`src/rtl/sram_bist_pkg.sv`:
```
// Shared types and constants for the SRAM built-in self-test engine.
package sram_bist_pkg;

    typedef enum logic [2:0] {
        IDLE    = 3'd0,
        WR_REQ  = 3'd1,
        WR_WAIT = 3'd2,
        RD_REQ  = 3'd3,
        RD_WAIT = 3'd4,
        FIN     = 3'd5
    } bist_state_t;

    typedef enum logic [1:0] {
        MODE_ADDR     = 2'd0,
        MODE_CHECKER  = 2'd1,
        MODE_INV_ADDR = 2'd2,
        MODE_LFSR     = 2'd3
    } bist_mode_t;

    // Right-shifting Galois form of x^16+x^14+x^13+x^11+1.
    localparam logic [15:0] LFSR_TAPS = 16'hB400;

    function automatic logic [15:0] lfsr_next(input logic [15:0] cur);
        return {1'b0, cur[15:1]} ^ (cur[0] ? LFSR_TAPS : 16'h0000);
    endfunction

endpackage

```
`src/rtl/sram_bist_if.sv`:
```
// User-side request bus between the BIST engine and sram_ctrl.
interface sram_bist_if #(
    parameter int ADDR_W = 18,
    parameter int DATA_W = 16
);
    // A request transfers on the cycle where mem && ready; ready is low the
    // following cycle, and read data is valid the first cycle ready is high again.
    logic              mem;
    logic              rw;
    logic [ADDR_W-1:0] addr;
    logic [DATA_W-1:0] data_f2s;
    logic              ready;
    logic [DATA_W-1:0] data_s2f_r;

    modport master (output mem, rw, addr, data_f2s, input ready, data_s2f_r);
    modport slave  (input mem, rw, addr, data_f2s, output ready, data_s2f_r);
endinterface

```
`src/rtl/sram_pat_gen.sv`:
```
// Test-pattern source: LFSR register plus the per-mode pattern mux.
module sram_pat_gen
    import sram_bist_pkg::*;
#(
    parameter int          ADDR_W    = 18,
    parameter int          DATA_W    = 16,
    parameter logic [15:0] LFSR_SEED = 16'hACE1
) (
    input  logic              clk,
    input  logic              reset,
    input  logic              lfsr_load,
    input  logic              lfsr_step,
    input  bist_mode_t        mode,
    input  logic [ADDR_W-1:0] addr,
    output logic [DATA_W-1:0] pattern
);

    localparam logic [DATA_W-1:0] CHK_ODD  = {DATA_W/2{2'b10}};
    localparam logic [DATA_W-1:0] CHK_EVEN = {DATA_W/2{2'b01}};

    logic [15:0] lfsr;

    always_ff @(posedge clk or negedge reset) begin
        if (!reset) begin
            lfsr <= LFSR_SEED;
        end else if (lfsr_load) begin
            lfsr <= LFSR_SEED;
        end else if (lfsr_step) begin
            lfsr <= lfsr_next(lfsr);
        end
    end

    always_comb begin
        pattern = '0;
        case (mode)
            MODE_ADDR:     pattern = DATA_W'(addr);
            MODE_CHECKER:  pattern = addr[0] ? CHK_ODD : CHK_EVEN;
            MODE_INV_ADDR: pattern = ~DATA_W'(addr);
            MODE_LFSR:     pattern = DATA_W'(lfsr);
            default:       pattern = '0;
        endcase
    end

endmodule

```
`src/rtl/sram_bist_ctrl.sv`:
```
// SRAM BIST engine: write pass then read/compare pass over [ADDR_LO, ADDR_HI].
module sram_bist_ctrl
    import sram_bist_pkg::*;
#(
    parameter int          ADDR_W    = 18,
    parameter int          DATA_W    = 16,
    parameter int unsigned ADDR_LO   = 0,
    parameter int unsigned ADDR_HI   = 2**ADDR_W-1,
    parameter int          ERR_W     = 16,
    parameter logic [15:0] LFSR_SEED = 16'hACE1
) (
    input  logic              clk,
    input  logic              reset,
    input  logic              start,
    input  logic              abort,
    input  logic [1:0]        mode,
    sram_bist_if.master       bus,
    output logic              busy,
    output logic              done,
    output logic              pass,
    output logic [ERR_W-1:0]  err_cnt,
    output logic [ADDR_W-1:0] first_err_addr,
    output bist_state_t       dbg_state
);

    localparam logic [ADDR_W-1:0] LO      = ADDR_W'(ADDR_LO);
    localparam logic [ADDR_W-1:0] HI      = ADDR_W'(ADDR_HI);
    localparam logic [ERR_W-1:0]  ERR_MAX = '1;

    bist_state_t       state;
    bist_mode_t        mode_q;
    logic [ADDR_W-1:0] addr_q;
    logic              mem_q;
    logic              rw_q;
    logic [DATA_W-1:0] pattern;
    logic              at_hi;
    logic              lfsr_load;
    logic              lfsr_step;

    assign at_hi     = (addr_q == HI);
    // Both passes restart the LFSR so read compares see the written sequence.
    assign lfsr_load = (state == IDLE && start) ||
                       (state == WR_WAIT && bus.ready && !abort && at_hi);
    assign lfsr_step = (state == WR_WAIT || state == RD_WAIT) &&
                       bus.ready && !abort && !at_hi;

    sram_pat_gen #(
        .ADDR_W    (ADDR_W),
        .DATA_W    (DATA_W),
        .LFSR_SEED (LFSR_SEED)
    ) u_pat_gen (
        .clk       (clk),
        .reset     (reset),
        .lfsr_load (lfsr_load),
        .lfsr_step (lfsr_step),
        .mode      (mode_q),
        .addr      (addr_q),
        .pattern   (pattern)
    );

    always_ff @(posedge clk or negedge reset) begin
        if (!reset) begin
            state          <= IDLE;
            mode_q         <= MODE_ADDR;
            addr_q         <= '0;
            mem_q          <= 1'b0;
            rw_q           <= 1'b0;
            busy           <= 1'b0;
            done           <= 1'b0;
            pass           <= 1'b0;
            err_cnt        <= '0;
            first_err_addr <= '0;
        end else begin
            done <= 1'b0;
            if (state != IDLE && abort) begin
                state <= IDLE;
                mem_q <= 1'b0;
                rw_q  <= 1'b1;
                busy  <= 1'b0;
                pass  <= 1'b0;
            end else begin
                case (state)
                    IDLE: if (start) begin
                        mode_q         <= bist_mode_t'(mode);
                        addr_q         <= LO;
                        err_cnt        <= '0;
                        first_err_addr <= '0;
                        pass           <= 1'b0;
                        busy           <= 1'b1;
                        mem_q          <= 1'b1;
                        rw_q           <= 1'b0;
                        state          <= WR_REQ;
                    end
                    WR_REQ: if (bus.ready) begin
                        mem_q <= 1'b0;
                        rw_q  <= 1'b1;
                        state <= WR_WAIT;
                    end
                    WR_WAIT: if (bus.ready) begin
                        mem_q <= 1'b1;
                        if (at_hi) begin
                            addr_q <= LO;
                            rw_q   <= 1'b1;
                            state  <= RD_REQ;
                        end else begin
                            addr_q <= addr_q + 1'b1;
                            rw_q   <= 1'b0;
                            state  <= WR_REQ;
                        end
                    end
                    RD_REQ: if (bus.ready) begin
                        mem_q <= 1'b0;
                        state <= RD_WAIT;
                    end
                    RD_WAIT: if (bus.ready) begin
                        if (bus.data_s2f_r != pattern) begin
                            if (err_cnt != ERR_MAX) err_cnt <= err_cnt + 1'b1;
                            if (err_cnt == '0) first_err_addr <= addr_q;
                        end
                        if (at_hi) begin
                            state <= FIN;
                        end else begin
                            addr_q <= addr_q + 1'b1;
                            mem_q  <= 1'b1;
                            state  <= RD_REQ;
                        end
                    end
                    FIN: begin
                        pass  <= (err_cnt == '0);
                        done  <= 1'b1;
                        busy  <= 1'b0;
                        state <= IDLE;
                    end
                    default: state <= IDLE;
                endcase
            end
        end
    end

    assign bus.mem      = mem_q;
    assign bus.rw       = rw_q;
    assign bus.addr     = addr_q;
    assign bus.data_f2s = (state == WR_REQ) ? pattern : '0;
    assign dbg_state    = state;

endmodule

```
`src/flat_wrapper.sv`:
```
// flat-port wrapper written by rule: the top's interface ports become plain ports
module sram_bist_ctrl_flat import sram_bist_pkg::*;
#(
    parameter int          ADDR_W    = 18,
    parameter int          DATA_W    = 16,
    parameter int unsigned ADDR_LO   = 0,
    parameter int unsigned ADDR_HI   = 2**ADDR_W-1,
    parameter int          ERR_W     = 16,
    parameter logic [15:0] LFSR_SEED = 16'hACE1
)
  (clk, reset, start, abort, mode, busy, done, pass, err_cnt, first_err_addr, dbg_state, bus_mem, bus_rw, bus_addr, bus_data_f2s, bus_ready, bus_data_s2f_r);
  sram_bist_if #(.ADDR_W(ADDR_W), .DATA_W(DATA_W)) bus_i ();
  input  logic clk;
  input  logic reset;
  input  logic start;
  input  logic abort;
  input  logic [1:0] mode;
  output logic busy;
  output logic done;
  output logic pass;
  output logic [ERR_W-1:0] err_cnt;
  output logic [ADDR_W-1:0] first_err_addr;
  output bist_state_t dbg_state;
  output wire logic [$bits(bus_i.mem)-1:0] bus_mem;
  output wire logic [$bits(bus_i.rw)-1:0] bus_rw;
  output wire logic [$bits(bus_i.addr)-1:0] bus_addr;
  output wire logic [$bits(bus_i.data_f2s)-1:0] bus_data_f2s;
  input wire logic [$bits(bus_i.ready)-1:0] bus_ready;
  input wire logic [$bits(bus_i.data_s2f_r)-1:0] bus_data_s2f_r;
  assign bus_mem = bus_i.mem;
  assign bus_rw = bus_i.rw;
  assign bus_addr = bus_i.addr;
  assign bus_data_f2s = bus_i.data_f2s;
  assign bus_i.ready = bus_ready;
  assign bus_i.data_s2f_r = bus_data_s2f_r;
  sram_bist_ctrl #(.ADDR_W(ADDR_W), .DATA_W(DATA_W), .ADDR_LO(ADDR_LO), .ADDR_HI(ADDR_HI), .ERR_W(ERR_W), .LFSR_SEED(LFSR_SEED)) u_core (.clk(clk), .reset(reset), .start(start), .abort(abort), .mode(mode), .bus(bus_i), .busy(busy), .done(done), .pass(pass), .err_cnt(err_cnt), .first_err_addr(first_err_addr), .dbg_state(dbg_state));
endmodule
```
`config.mk`:
```
export PLATFORM = sky130hd
export DESIGN_NAME = sram_bist_ctrl_flat
export DESIGN_NICKNAME = d
export VERILOG_FILES = /design/src/rtl/sram_bist_pkg.sv /design/src/rtl/sram_bist_if.sv /design/src/rtl/sram_pat_gen.sv /design/src/rtl/sram_bist_ctrl.sv /design/src/flat_wrapper.sv
export SDC_FILE = /design/constraint.sdc
export NUM_CORES = 1
export LEC_CHECK = 0
export BUFFER_PORTS_ARGS = -buffer_cell sky130_fd_sc_hd__buf_2
export CAP_MARGIN = 20
export CELL_PAD_IN_SITES_DETAIL_PLACEMENT = 1
export CELL_PAD_IN_SITES_GLOBAL_PLACEMENT = 1
export CORE_MARGIN = 2
export CORE_UTILIZATION = 38
export DETAILED_ROUTE_END_ITERATION = 16
export PLACE_DENSITY_LB_ADDON = 0.1
export REMOVE_ABC_BUFFERS = 1
export SYNTH_ARGS = -nofsm -noshare
export SYNTH_HDL_FRONTEND = slang
export SYNTH_SLANG_ARGS = --single-unit
```
`constraint.sdc`:
```
create_clock -name clk -period 2.8 [get_ports clk]
set_clock_uncertainty 0.2 [all_clocks]
set_input_delay 0.14 -clock clk [delete_from_list [all_inputs] [get_ports clk]]
set_output_delay 0.14 -clock clk [all_outputs]
set_load 0.02 [all_outputs]
```
# Word-level counts from Yosys, hierarchy flattened

Cells that the tools add are included.

Bits in registers: 78
Bits in latches: 0
RAM bits: 0
Bits in read-only memories: 0
Bits of input ports: 23
Output and inout bits: 76
Logic and storage cells: 120
Memories: 0

Add/sub/neg operators: 2
$mul: 0
Div/mod/pow operators: 0
$lt $le $gt $ge: 0
Equality and inequality tests: 25
Shift-type cells: 0
Mux-type cells: 48
Bitwise operators: 3
Reductions and logical operators: 31

Operator list:

| cell                                          | number |
|---|---|
| two-way mux 16 bit                            | 9 |
| two-way mux 18 bit                            | 8 |
| one-hot mux 16 bit (4 select lines)           | 1 |
| one-hot mux 18 bit (3 select lines)           | 1 |
| one-hot mux 18 bit (2 select lines)           | 1 |
| one-hot mux 16 bit (2 select lines)           | 1 |
| AND reduction 6 bit                           | 4 |
| two-way mux 3 bit                             | 7 |
| adder 18 x 1 -> 18 bit, second input constant | 1 |
| == test 18 bit, second input constant         | 1 |
| adder 16 x 1 -> 16 bit, second input constant | 1 |
| logical NOT 16 bit                            | 1 |
| inequality test 16 bit                        | 1 |
| inequality test 16 bit, second input constant | 1 |
| inverter 16 bit                               | 1 |
| XOR 15 x 16 -> 16 bit                         | 1 |
| one-hot mux 3 bit (5 select lines)            | 1 |
| two-way mux 1 bit                             | 14 |
| inequality test 2 bit, second input constant  | 7 |
| inequality test 3 bit, second input constant  | 4 |
| nonzero test 3 bit                            | 3 |
| logical AND 1 bit                             | 8 |
| == test 3 x 2 -> 1 bit, second input constant | 2 |
| == test 3 bit, second input constant          | 2 |
| 22 further kinds                              | 28 |

# Longest topological paths before layout

Word-level depth: 7
Depth in mapped cells: 12
Depth with buffers taken out: 7

# Modules after synthesis

A second synthesis with hierarchy kept.

Cells, all modules: 506
Area total of the unflattened synthesis: 4,913.5 um^2

Modules (own cells, without submodules):

| module         | instances | cells an instance | area each (um^2) | seq. area each (um^2) |
|---|---|---|---|---|
| sram_bist_ctrl | 1         | 374               | 3,697.3          | 1,551.5 |
| sram_pat_gen   | 1         | 132               | 1,216.2          | 410.4 |

# Worst setup path after synthesis

OpenSTA, ideal clock, no wires.

Kind: reg-to-reg
Start: reg u_core.addr_q[0] (netlist: u_core.bus.addr[0])
End: reg u_core.first_err_addr[0]
Setup time: 79 ps
Arrival: 2,349 ps
Data required time: 2,521 ps
Slack: 172 ps
Cell stages (with the launch flop): 12
Path buffers: 4
Period minus slack after synthesis: 2,628 ps
Path through: dfrtp_1 or2_4 buf_6 a21oi_1 a2111oi_2 a2111oi_0 and4_1 buf_6 a211o_4 buf_6 buf_6 mux2i_1

Longest elaborated chain between the ends: 5
Elaborated cells between the ends (all ways): 10
Classes of those cells: eq/ne (2); mux (6); bitwise (1); reduce/logical (1)

Ends and longest elaborated chain:

| what                                                         | line                                   | RTL |
|---|---|---|
| start, declared                                              | sram_bist_ctrl.sv:32                   | `logic [ADDR_W-1:0] addr_q;` |
| start signal, assigned                                       | sram_bist_ctrl.sv:106                  | `addr_q <= addr_q + 1'b1;` |
| start signal, assigned                                       | sram_bist_ctrl.sv:123                  | `addr_q <= addr_q + 1'b1;` |
| two-way mux 16 bit / inverter 16 bit (equally long branches) | sram_pat_gen.sv:37, sram_pat_gen.sv:38 |  |
| one-hot mux 16 bit (4 select lines)                          | sram_pat_gen.sv:35                     | `case (mode)` |
| inequality test 16 bit                                       | sram_bist_ctrl.sv:116                  | `if (bus.data_s2f_r != pattern) begin` |
| inequality test 2 bit (no line)                              | --                                     |  |
| AND reduction 6 bit (no line)                                | --                                     |  |
| end signal, assigned                                         | sram_bist_ctrl.sv:118                  | `if (err_cnt == '0) first_err_addr <= addr_q;` |
| end, declared                                                | sram_bist_ctrl.sv:22                   | `output logic [ADDR_W-1:0] first_err_addr,` |

Several ways; a longest one is shown, not always the timed one. The select of a mux whose other input is x is not followed.
A chain may end at the register's enable or synchronous reset.

# Final worst setup path

Start: reg u_core.mode_q[1]
End: reg u_core.err_cnt[15]

Longest elaborated chain between the ends: 5
Elaborated cells between the ends (all ways): 8
Classes of those cells: eq/ne (5); mux (1); reduce/logical (2)

Ends and longest elaborated chain:

| what                                        | line                  | RTL |
|---|---|---|
| start, declared                             | sram_bist_ctrl.sv:31  | `bist_mode_t mode_q;` |
| start signal, assigned                      | sram_bist_ctrl.sv:84  | `mode_q <= bist_mode_t'(mode);` |
| == test 2 bit, or another cell as far along | sram_pat_gen.sv:35    |  |
| one-hot mux 16 bit (4 select lines) (*)     | sram_pat_gen.sv:35    |  |
| inequality test 16 bit (*)                  | sram_bist_ctrl.sv:116 |  |
| inequality test 2 bit (no line) (*)         | --                    |  |
| AND reduction 6 bit (no line) (*)           | --                    |  |
| end signal, assigned                        | sram_bist_ctrl.sv:117 | `if (err_cnt != ERR_MAX) err_cnt <= err_cnt + 1'b1;` |
| end, declared                               | sram_bist_ctrl.sv:21  | `output logic [ERR_W-1:0] err_cnt,` |

Mark *: on every way between the ends. The rest lies on a longest branch, timed or not.

==> metrics.md <==
| Metric | Value |
|---|---|
| Final Instance Area | `0.006565 mm2` |
| Crit path max fanout | `14` |
| Post-synth top area share | `34.90%` |
| RSZ-0062 raised after global routing | `true` |
| DR vias | `4,718` |
| Total core area | `0.01277 mm2` |
| Routed Antenna Nets | `0` |
| Pwr dens | `846.8 mW/mm2` |
| Clock latency on the worst-skew pair | `350 ps` |
| Peak supply drop | `0.0004331 V` |
| Placed insts | `851` |
| Final WS setup | `-22.90 ps` |
| Startpoint Class | `flop` |
| Fin nets | `726` |
| Status | `complete, but fails checks` |
| First-pass GRT wire length | `25.50 mm` |
| Post-synth design cell area | `0.005019 mm2` |
| Final min period | `2823 ps` |
| GRT Total Usage | `22.75%` |
| Vias/cell | `5.386` |
| Iter 0 DRT Violations | `144` |
| Largest net degree at the start of global routing | `79` |
| Die H | `118.9 um` |
| CTS root buf | `clkbuf_16` |
| Final setup fails | `1` |
| Vias in the first global route | `5,015` |
| Average wire per standard cell | `18.61 um` |
| Row Count | `41` |
| Register area share after synthesis | `39.09%` |
| CTS Buffer Depth | `2` |
| GRT overflow | `0` |
| Post-Layout Cell Count | `876` |
| Critical Path AT | `2900 ps` |
| Total of max-cap violations | `0` |
| Mapped Cells | `566` |
| Critical path origin | `u_core.mode_q[1]$_DFFE_PN0P_` |
| Clock-pin slew on the worst setup and hold paths | `60 ps` |
| Setup CP Type | `reg -> reg` |
| Area contributors post-synth | `dfrtp_1 (35%), mux2i_1 (9.2%), nand2_1 (5.1%), dfstp_2 (4.2%), xnor2_1 (3.8%)` |
| Post-route DRC | `0` |
| Diode count | `0` |
| # IOs | `99` |
| Layout cell share with drive strength beyond 1 | `31.39%` |
| Final wirelength | `16.30 mm` |
| Final Util | `51.40%` |
| Setup TNS | `-22.90 ps` |
| Syn avg cell area | `8.867 um2` |
| Area after DPL | `0.005941 mm2` |
| Starting density of the core | `39.29%` |
| Die width | `118.9 um` |
| Hold Crit Class | `in -> reg` |
| CTS tree | `done` |
| Worst Min Path Start | `bus_ready` |
| Die area | `0.01414 mm2` |
| Setup WS pre-CTS | `-366.1 ps` |
| Warnings, synthesis | `0` |
| Yosys top cell by area | `dfrtp_1` |
| Failing checks | `negative setup slack` |
| Most common cell after layout, fill and taps aside | `buf_2` |
| Highest clock rate | `354.2 MHz` |
| Yosys reg bits | `78` |
| DP HPWL | `11.52 mm` |
| Clock Sinks | `78` |
| Critical Path RT | `2870 ps` |
| Layout area overhead | `30.82%` |
| Slew HR | `33.76%` |
| Layout filler cell count | `1,523` |
| RR Startpoint | `u_core.mode_q[1]$_DFFE_PN0P_` |
| Final hold vios | `0` |
| Post-synth top flop | `dfrtp_1` |
| Placer Congestion | `0.8586` |
| Antenna violations before repair | `0` |
| H-tree depth | `3` |
| Post-synthesis cell type count | `58` |
| Slew @ Worst Pin | `993.5 ps` |
| Setup crit end kind | `flop` |
| Post-synthesis async set-or-reset flop share | `100.0%` |
| Post-synth EDFFs | `0` |
| Pleak | `3.081 nW` |
| Final worst path period share | `100.8%` |
| Final Slew Violations | `0` |
| Pre-antenna DRT Iters | `4` |
| CTS Buf Count | `9` |
| Number of buffers inserted by port buffering | `98` |
| Worst R2R Setup Slack | `-20 ps` |
| Commonest cells after routing, fill and taps aside | `buf_2 (97), nand2_1 (68), dfrtp_1 (68), nor2_1 (50), buf_4 (49)` |
synthesized netlist by cell type, types with 3 or more instances:
library cell,number
dfrtp_1,70
nand2_1,68
nor2_1,51
mux2i_1,46
o21ai_0,31
a21oi_1,26
inv_1,25
xnor2_1,22
nand3_1,21
clkbuf_1,16
xor2_1,15
nor2b_1,12
or3_1,12
and3_1,11
nand4_1,10
dfstp_2,8
nor3_1,8
a211oi_1,7
a21o_1,7
buf_2,7
a2111oi_0,6
buf_6,6
nor4_1,6
and4_1,5
buf_1,5
nor4b_1,5
o31ai_1,5
or4_1,5
nor3b_1,4
and3b_1,3
ha_1,3
nand2_2,3
nand2b_1,3
nand3b_1,3
or2_2,3
metal layers:
metal | up-vias | wire (um) | global-route usage [%]
met4 | 0 | 255 | 5.804
met3 | 17 | 594 | 4.646
met5 | - | 0 | 0
li1 | 2244 | - | -
met1 | 2362 | 7195 | 28.02
met2 | 95 | 8258 | 40.48
power breakdown:
group,switching (mW),internal (mW)
Combinational,1.67,1.26
Sequential,0.130,1.27
Clock,0.472,0.757
kinds of logic (layout without fill, tap and decap cells):
| family | Yosys count | in the layout | share of synthesized area [%] |
|---|---|---|---|
| and+or+nand+nor | 237 | 237 | 24.03 |
| AOI/OAI and AO/OA | 97 | 97 | 12.54 |
| xor gates and xnor gates | 40 | 40 | 7.430 |
| buffers and inverters | 63 | 201 | 6.532 |
| muxes | 48 | 48 | 9.623 |
| DFF | 78 | 78 | 39.09 |
| adders and majority gates | 3 | 3 | 0.7480 |
cell type report:
cell class | count | area [um2] | area share [%]
Inverter | 25 | 93.84 | 1.429
Multi-Input combinational cell | 425 | 2890 | 44.03
Sequential cell | 78 | 1964 | 29.92
Clock inverter | 3 | 42.54 | 0.6480
Tap cell | 172 | 215.2 | 3.278
Clock buffer | 12 | 266.5 | 4.059
Timing Repair Buffer | 161 | 1092 | 16.64
timing repair:
item / CTS / global route
hold endpoints to repair: 74 / 0
cloned: 0 / 2
buffers inserted: 2 / 3
pin swaps: 4 / 7
gates resized for setup: 20 / 22
hold buffers: 4 / 0
endpoints found under the setup margin: 35 / 35
registers in the layout, summed over array words and instances, names as in the netlist:
register               cells
u_core.bus.addr           18
u_core.bus.mem             1
u_core.bus.rw              1
u_core.busy                1
u_core.dbg_state           3
u_core.done                1
u_core.err_cnt            16
u_core.first_err_addr     18
u_core.mode_q              2
u_core.pass                1
u_core.u_pat_gen.lfsr     16
critical path: stages, from the launching register on:
cell and delay [ps]:
dfrtp_2 460, buf_8 170, buf_4 150, xnor2_2 130, buf_4 150, a2111oi_2 330
a2111oi_2 100, and4_4 240, buf_12 160, or4_4 510, a21oi_2 140
path summary, 6_finish.rpt:
kind                                                         end  depth (start not counted)
setup / recovery                  u_core.err_cnt[15]$_DFFE_PN0P_                         10
hold / removal                   u_core.dbg_state[2]$_DFFE_PN0P_                          3
setup reg to reg                  u_core.err_cnt[15]$_DFFE_PN0P_                         10
hold reg to reg                          u_core.pass$_DFFE_PN0P_                          2
max in group asynchronous           u_core.mode_q[0]$_DFFE_PN0P_                          2
min in group asynchronous  u_core.first_err_addr[11]$_DFFE_PN0P_                          2
metrics by stage:
| stage | hold slack [ps] | total power, mW |
|---|---|---|
| after floorplan | -355.6 | 2.958 |
| after global placement | 175.7 | 3.915 |
| after detailed placement | 183.1 | 3.973 |
| after CTS | 2.610 | 5.355 |
| after global routing | 27.85 | 5.868 |
| final | 9.785 | 5.559 |
Power figures use the tool's default switching activity.
